File: src/rtl/uart_pkg.sv
// +------------------------------------------------------------------+
// | uart_pkg : UART timing defaults, FSM state types, frame geometry  |
// | Option: UART_PARITY_EN adds an odd parity bit.  Rev 1.0           |
// +------------------------------------------------------------------+
`default_nettype none

package uart_pkg;

  localparam int DEF_CLK_FREQ_HZ  = 100_000_000;
  localparam int DEF_BAUD         = 9600;
  localparam int DEF_CLKS_PER_BIT = DEF_CLK_FREQ_HZ / DEF_BAUD;

`ifdef UART_PARITY_EN
  localparam int FRAME_BITS = 11;
`else
  localparam int FRAME_BITS = 10;
`endif

  // Bits between start and stop: data plus the optional parity bit.
  localparam int SHIFT_BITS = FRAME_BITS - 2;

  typedef enum logic [1:0] {TX_IDLE, TX_START, TX_DATA, TX_STOP} tx_state_t;
  typedef enum logic [1:0] {RX_IDLE, RX_START, RX_DATA, RX_STOP} rx_state_t;

endpackage

`default_nettype wire

File: src/rtl/uart_phy_if.sv
// +------------------------------------------------------------------+
// | uart_phy_if : fabric-side byte interface of the UART PHY          |
// | Rev 1.0                                                           |
// +------------------------------------------------------------------+
`default_nettype none

interface uart_phy_if;

  logic       tx_start;
  logic [7:0] tx_data;
  logic       tx_busy;
  logic [7:0] data_out;
  logic       rx_busy;
  logic       done;

  modport slave (
    input  tx_start, tx_data,
    output tx_busy, data_out, rx_busy, done
  );

  modport master (
    output tx_start, tx_data,
    input  tx_busy, data_out, rx_busy, done
  );

endinterface

`default_nettype wire

File: src/rtl/uart_bit_timer.sv
// +------------------------------------------------------------------+
// | uart_bit_timer : bit-period down-counter with tick and half load  |
// | Rev 1.0                                                           |
// +------------------------------------------------------------------+
`default_nettype none

module uart_bit_timer
  import uart_pkg::*;
#(
  parameter int CLKS_PER_BIT = DEF_CLKS_PER_BIT
) (
  input  logic clk_100Mhz,
  input  logic rst_n,
  input  logic en,
  input  logic load,
  input  logic load_half,
  output logic tick
);

  localparam int c_W = (CLKS_PER_BIT > 2) ? $clog2(CLKS_PER_BIT) : 1;
  localparam logic [c_W-1:0] c_FULL = c_W'(CLKS_PER_BIT - 1);
  localparam logic [c_W-1:0] c_HALF = c_W'(CLKS_PER_BIT / 2 - 1);

  logic [c_W-1:0] r_count;

  // Free-runs while enabled, reloading a full period on every tick.
  always_ff @(posedge clk_100Mhz or negedge rst_n) begin
    if (!rst_n) begin
      r_count <= '0;
    end else if (load) begin
      r_count <= load_half ? c_HALF : c_FULL;
    end else if (en) begin
      r_count <= (r_count == '0) ? c_FULL : r_count - c_W'(1);
    end
  end

  assign tick = en && !load && (r_count == '0);

endmodule

`default_nettype wire

File: src/rtl/uart_phy.sv
// +------------------------------------------------------------------+
// | uart_phy : full-duplex UART PHY, independent TX and RX engines    |
// | Option: UART_PARITY_EN (odd parity after D7).  Rev 1.0            |
// +------------------------------------------------------------------+
`default_nettype none

module uart_phy
  import uart_pkg::*;
#(
  parameter int CLK_FREQ_HZ  = DEF_CLK_FREQ_HZ,
  parameter int BAUD         = DEF_BAUD,
  parameter int CLKS_PER_BIT = CLK_FREQ_HZ / BAUD
) (
  input  logic       clk_100Mhz,
  input  logic       rst_n,
  uart_phy_if.slave  bus,
  output logic       tx,
  input  logic       rx
);

  localparam logic [3:0] c_LAST_IDX = 4'(SHIFT_BITS - 1);

  tx_state_t             r_tx_state;
  logic                  r_tx_start_d;
  logic                  r_tx;
  logic [SHIFT_BITS-1:0] r_tx_shift;
  logic [3:0]            r_tx_idx;
  logic                  w_tx_accept;
  logic                  w_tx_run;
  logic                  w_tx_tick;

  assign w_tx_accept = bus.tx_start && !r_tx_start_d && (r_tx_state == TX_IDLE);
  assign w_tx_run    = (r_tx_state != TX_IDLE);
  assign bus.tx_busy = w_tx_run || w_tx_accept;
  assign tx          = r_tx;

  uart_bit_timer #(.CLKS_PER_BIT(CLKS_PER_BIT)) u_tx_timer (
    .clk_100Mhz (clk_100Mhz),
    .rst_n      (rst_n),
    .en         (w_tx_run),
    .load       (w_tx_accept),
    .load_half  (1'b0),
    .tick       (w_tx_tick)
  );

  always_ff @(posedge clk_100Mhz or negedge rst_n) begin
    if (!rst_n) begin
      r_tx_state   <= TX_IDLE;
      r_tx_start_d <= 1'b0;
      r_tx         <= 1'b1;
      r_tx_shift   <= '0;
      r_tx_idx     <= '0;
    end else begin
      r_tx_start_d <= bus.tx_start;
      case (r_tx_state)
        TX_IDLE: if (w_tx_accept) begin
`ifdef UART_PARITY_EN
          r_tx_shift <= {~(^bus.tx_data), bus.tx_data};
`else
          r_tx_shift <= bus.tx_data;
`endif
          r_tx       <= 1'b0;
          r_tx_state <= TX_START;
        end
        TX_START: if (w_tx_tick) begin
          r_tx       <= r_tx_shift[0];
          r_tx_shift <= r_tx_shift >> 1;
          r_tx_idx   <= '0;
          r_tx_state <= TX_DATA;
        end
        TX_DATA: if (w_tx_tick) begin
          if (r_tx_idx == c_LAST_IDX) begin
            r_tx       <= 1'b1;
            r_tx_state <= TX_STOP;
          end else begin
            r_tx       <= r_tx_shift[0];
            r_tx_shift <= r_tx_shift >> 1;
            r_tx_idx   <= r_tx_idx + 4'd1;
          end
        end
        TX_STOP: if (w_tx_tick) r_tx_state <= TX_IDLE;
        default: r_tx_state <= TX_IDLE;
      endcase
    end
  end

  rx_state_t             r_rx_state;
  logic                  r_rx_meta;
  logic                  r_rx_sync;
  logic                  r_rx_prev;
  logic [SHIFT_BITS-1:0] r_rx_shift;
  logic [3:0]            r_rx_idx;
  logic [7:0]            r_data_out;
  logic                  r_rx_busy;
  logic                  r_done;
  logic                  w_rx_fall;
  logic                  w_rx_run;
  logic                  w_rx_tick;
  logic                  w_rx_frame_ok;

  assign w_rx_fall    = r_rx_prev && !r_rx_sync;
  assign w_rx_run     = (r_rx_state != RX_IDLE);
  assign bus.data_out = r_data_out;
  assign bus.rx_busy  = r_rx_busy;
  assign bus.done     = r_done;

`ifdef UART_PARITY_EN
  assign w_rx_frame_ok = r_rx_sync && (^r_rx_shift);
`else
  assign w_rx_frame_ok = r_rx_sync;
`endif

  // Timer is loaded with half a period so every later tick lands mid-bit.
  uart_bit_timer #(.CLKS_PER_BIT(CLKS_PER_BIT)) u_rx_timer (
    .clk_100Mhz (clk_100Mhz),
    .rst_n      (rst_n),
    .en         (w_rx_run),
    .load       (!w_rx_run && w_rx_fall),
    .load_half  (1'b1),
    .tick       (w_rx_tick)
  );

  always_ff @(posedge clk_100Mhz or negedge rst_n) begin
    if (!rst_n) begin
      r_rx_meta <= 1'b1;
      r_rx_sync <= 1'b1;
      r_rx_prev <= 1'b1;
    end else begin
      r_rx_meta <= rx;
      r_rx_sync <= r_rx_meta;
      r_rx_prev <= r_rx_sync;
    end
  end

  always_ff @(posedge clk_100Mhz or negedge rst_n) begin
    if (!rst_n) begin
      r_rx_state <= RX_IDLE;
      r_rx_shift <= '0;
      r_rx_idx   <= '0;
      r_data_out <= '0;
      r_rx_busy  <= 1'b0;
      r_done     <= 1'b0;
    end else begin
      r_done <= 1'b0;
      case (r_rx_state)
        RX_IDLE: if (w_rx_fall) begin
          r_rx_busy  <= 1'b1;
          r_rx_state <= RX_START;
        end
        RX_START: if (w_rx_tick) begin
          if (r_rx_sync) begin
            r_rx_busy  <= 1'b0;
            r_rx_state <= RX_IDLE;
          end else begin
            r_rx_idx   <= '0;
            r_rx_state <= RX_DATA;
          end
        end
        RX_DATA: if (w_rx_tick) begin
          r_rx_shift <= {r_rx_sync, r_rx_shift[SHIFT_BITS-1:1]};
          if (r_rx_idx == c_LAST_IDX) r_rx_state <= RX_STOP;
          else                        r_rx_idx   <= r_rx_idx + 4'd1;
        end
        RX_STOP: if (w_rx_tick) begin
          if (w_rx_frame_ok) begin
            r_data_out <= r_rx_shift[7:0];
            r_done     <= 1'b1;
          end
          r_rx_busy  <= 1'b0;
          r_rx_state <= RX_IDLE;
        end
        default: r_rx_state <= RX_IDLE;
      endcase
    end
  end

endmodule

`default_nettype wire

File: src/flat_wrapper.sv
// flat-port wrapper written by rule: the top's interface ports become plain ports
module uart_phy_flat import uart_pkg::*;
#(
  parameter int CLK_FREQ_HZ  = DEF_CLK_FREQ_HZ,
  parameter int BAUD         = DEF_BAUD,
  parameter int CLKS_PER_BIT = CLK_FREQ_HZ / BAUD
)
  (clk_100Mhz, rst_n, tx, rx, bus_tx_start, bus_tx_data, bus_tx_busy, bus_data_out, bus_rx_busy, bus_done);
  uart_phy_if bus_i ();
  input  logic clk_100Mhz;
  input  logic rst_n;
  output logic tx;
  input  logic rx;
  input wire logic [$bits(bus_i.tx_start)-1:0] bus_tx_start;
  input wire logic [$bits(bus_i.tx_data)-1:0] bus_tx_data;
  output wire logic [$bits(bus_i.tx_busy)-1:0] bus_tx_busy;
  output wire logic [$bits(bus_i.data_out)-1:0] bus_data_out;
  output wire logic [$bits(bus_i.rx_busy)-1:0] bus_rx_busy;
  output wire logic [$bits(bus_i.done)-1:0] bus_done;
  assign bus_i.tx_start = bus_tx_start;
  assign bus_i.tx_data = bus_tx_data;
  assign bus_tx_busy = bus_i.tx_busy;
  assign bus_data_out = bus_i.data_out;
  assign bus_rx_busy = bus_i.rx_busy;
  assign bus_done = bus_i.done;
  uart_phy #(.CLK_FREQ_HZ(CLK_FREQ_HZ), .BAUD(BAUD), .CLKS_PER_BIT(CLKS_PER_BIT)) u_core (.clk_100Mhz(clk_100Mhz), .rst_n(rst_n), .bus(bus_i), .tx(tx), .rx(rx));
endmodule
File: config.mk
export PLATFORM = sky130hd
export DESIGN_NAME = uart_phy_flat
export DESIGN_NICKNAME = d
export VERILOG_FILES = /design/src/rtl/uart_pkg.sv /design/src/rtl/uart_phy_if.sv /design/src/rtl/uart_bit_timer.sv /design/src/rtl/uart_phy.sv /design/src/flat_wrapper.sv
export SDC_FILE = /design/constraint.sdc
export NUM_CORES = 1
export LEC_CHECK = 0
export CORE_ASPECT_RATIO = 1.5
export CORE_UTILIZATION = 55
export DETAILED_ROUTE_END_ITERATION = 10
export DONT_BUFFER_PORTS = 1
export GPL_ROUTABILITY_DRIVEN = 0
export PLACE_DENSITY_LB_ADDON = 0.1
export SYNTH_ARGS = -nofsm -noshare
export SYNTH_HDL_FRONTEND = slang
export SYNTH_SLANG_ARGS = --single-unit
File: constraint.sdc
create_clock -name clk_100Mhz -period 5.2 [get_ports clk_100Mhz]
set_input_delay 0.78 -clock clk_100Mhz [delete_from_list [all_inputs] [get_ports clk_100Mhz]]
set_output_delay 0.78 -clock clk_100Mhz [all_outputs]
set_load 0.01 [all_outputs]
==> reports/metrics.csv <==
stage,metric,value,unit
outcome,status,completed,
detailed_routing,Detailed Route WL,6.88,mm
timing,# setup viols final,0,
detailed_routing,routed via count,2575,
global_route,vias in the first global route,2502,
cts,Post CTS Setup Buffer Count,0,
synthesis,syn avg cell area,10.3,um2
global_route,total track usage,0.227,
worst_setup_path,CP arrival,2300,ps
timing,hold slack,98.2,ps
synthesis,ys flop type,dfrtp_1,
power,P_sw,391,uW
floorplan,Cell Rows,35,
timing,skew final,12.3,ps
cts,"CTS clk-pin slew, worst paths",90,ps
cells_and_area,Total Nets Final,363,
floorplan,die span in y,100,um
synthesis,"FFs w/ async S/R, synth",1.00,
worst_setup_path,Worst Path Required,4420,ps
floorplan,Die Wd,67.5,um
worst_setup_path,CP endpoint kind,output pin,
cts,CTS tree,done,
worst_setup_path,FF-to-FF setup slack,2500,ps
worst_setup_path,WS Path Type,reg -> out,
placement,Post-Place Cells,405,
floorplan,I/O Pins,24,
floorplan,Starting Density,0.572,
global_route,largest net degree at the start of global routing,72,
cts,Worst-Skew Late Latency,360,ps
power,Clock power frac,0.335,
cells_and_area,Area Overhead vs Synth,6.69,%
power,Power Internal,860,uW
worst_setup_path,critical path startpoint category,flop,
power,PwrDens,332,nW/um2
power,Pleak,0.00162,uW
global_route,total grt overflow,0,
cts,H-tree depth,3,
synthesis,Post-synth EDFFs,0,
synthesis,sequential-to-total area share from yosys stat,0.504,
cts,number of CTS-inserted buffers,9,
cells_and_area,ANT cells,0,
timing,Final Hold Violating Endpoints,0,
detailed_routing,via/cell ratio,6.12,
synthesis,Mapped Area,3530,um2
synthesis,Synthesized Nets,363,
timing,Fmax,325,MHz
detailed_routing,drt initial violations,150,
global_route,first-pass GRT wire length,11.5,mm
timing,final period utilization,0.592,
job,maxcap violations,0,
detailed_routing,Routed Antenna Nets,0,
synthesis,post-synthesis cell type count,49,
timing,TNS Setup,0,ps
hold_path,Hold Path Class,in -> async,
synthesis,Ys Warns,0,
global_route,initial antenna violation count,0,
placement,HPWL after DPL,4.56,mm
timing,max-slew violations,0,
power,Max rail drop VDD,0.000225,V
cts,hold_buf cts,0,
worst_setup_path,FF-to-FF path depth,6,
worst_setup_path,RR Endpoint,u_core.bus.data_out[5]$_DFFE_PN0P_,
synthesis,Gate Count Post-Synth,342,
worst_setup_path,Crit Path Max Fanout,13,
timing,crit path time final,3080,ps
cells_and_area,fraction of layout cells with a size suffix above 1,0.179,
placement,Port Buffer Count,0,
cts,CTS sink count,71,
detailed_routing,average wire per standard cell,16.3,um
power,Seq pwr share,0.544,
cts,cts repair resizes,0,
cells_and_area,# fillers,522,
timing,slew margin rel.,0.210,
floorplan,Die ar.,6760,um2
cells_and_area,fin cells,421,
cts,CTS root buf,clkbuf_8,
power,Comb power frac,0.121,
floorplan,Core Box Area,6170,um2
synthesis,#FFs+latches synth,71,
timing,worst slew pin tran,1170,ps
cts,Max clock buf depth,2,
worst_setup_path,Worst R2R Start,u_core.u_rx_timer.r_count[0]$_DFFE_PN0P_,
power,Sw Ratio,0.313,
detailed_routing,DRC viols,0,
timing,RSZ-0062 raised after global routing,no,
detailed_routing,TritonRoute pass-1 iters,4,
-- cells in the final DEF, fill, tap and decap left out, types with 9 or more instances in the layout --
master     n
a21oi_1   27
o21ai_0   33
nand2_1   24
nor3_1    11
dfrtp_1   67
mux2_2    33
nor2_1    32
nand3_1   10
inv_1     12
clkbuf_8   9
ha_1       9
-- through the flow --
stage | power (uW) | cell area [um2] | setup WS, ps | utilization
floorplan | 802 | 3530 | 2880 | -
global placement | 834 | 3590 | 2630 | 0.581
detailed placement | 842 | 3590 | 2500 | 0.581
CTS | 1260 | 3770 | 2130 | 0.611
global route | 1320 | 3770 | 1960 | 0.611
finish | 1250 | 3770 | 2120 | 0.611
-- power by group through the flow --
stage          Clock (uW)  Sequential (uW)  Combinational, uW
4_1_cts               432              679                153
6_report              419              681                152
2_1_floorplan           0              666                136
5_1_grt               448              690                181
3_5_place_dp            0              689                152
3_3_place_gp            0              686                147
-- synthesized netlist by cell type, drive strengths merged (8+ instances only) --
library cell,n,area [um2]
a21oi,28,144
a22o,8,70.1
clkbuf,10,37.5
dfrtp,67,1680
ha,9,113
inv,12,45.0
mux2,33,372
nand2,24,90.1
nand3,10,50.1
nor2,34,133
nor3,11,55.1
o21ai,33,165
-- per-layer routing --
layer | routed length [um] | track usage | share of wire | vias to the layer above
li1 | - | - | - | 1258
met1 | 3060 | 0.279 | 0.44 | 1264
met2 | 3490 | 0.374 | 0.51 | 39
met3 | 144 | 0.0330 | 0.021 | 14
met4 | 195 | 0.123 | 0.028 | 0
met5 | 0 | 0 | 0 | -
-- critical path: stages, from the launching register on --
cell and delay, ps:
dfrtp_1 410, inv_1 130, ha_1 450, o21a_1 520, clkinv_1 430
-- flip-flops by register name (all words and copies together), names as in the netlist, named ones only --
name,cells
u_core.r_rx_sync,1
u_core.r_tx_state,2
u_core.u_rx_timer.r_count,14
u_core.r_tx_idx,4
u_core.r_rx_meta,1
u_core.r_rx_state,1
u_core.bus.rx_busy,1
u_core.r_rx_idx,4
u_core.r_rx_prev,1
u_core.r_tx_start_d,1
u_core.bus.done,1
u_core.r_rx_shift,8
u_core.r_tx_shift,8
u_core.u_tx_timer.r_count,14
u_core.tx,1
u_core.bus.data_out,8
-- cell families (layout without fill, tap and decap cells) --
logic type / Yosys count / count (layout) / share of synthesized area
AO/OA/AOI/OAI: 98 / 98 / 0.178
XOR/XNOR: 1 / 1 / 0.00248
adder cells (fa/ha/maj): 9 / 9 / 0.0319
buffers and inverters: 24 / 29 / 0.0255
flip-flops: 71 / 71 / 0.504
multiplexers: 33 / 33 / 0.105
AND/OR/NAND/NOR: 106 / 106 / 0.153
-- worst max-delay path by stage --
stage | start | to | slack, ps | cells past startpoint
3_5_place_dp | u_core.u_rx_timer.r_count[0]$_DFFE_PN0P_ | u_core.bus.data_out[5]$_DFFE_PN0P_ | 2500 | 6
3_3_place_gp | u_core.u_rx_timer.r_count[0]$_DFFE_PN0P_ | u_core.bus.data_out[5]$_DFFE_PN0P_ | 2630 | 6
2_1_floorplan | bus_tx_start | bus_tx_busy | 2880 | 4
4_1_cts | u_core.r_tx_state[1]$_DFFE_PN0P_ | bus_tx_busy | 2130 | 4
5_1_grt | u_core.r_tx_state[1]$_DFFE_PN0P_ | bus_tx_busy | 1960 | 4
6_report | u_core.r_tx_state[1]$_DFFE_PN0P_ | bus_tx_busy | 2120 | 4
-- layout make-up --
cell class                      count  area, um2  area share
Tap cell                           74       92.6      0.0246
Clock inverter                      7       61.3      0.0163
Inverter                           13       48.8      0.0129
Multi-Input combinational cell    247       1660       0.441
Sequential cell                    71       1780       0.472
Clock buffer                        9        124      0.0328
(Power assumes the default switching activity.)
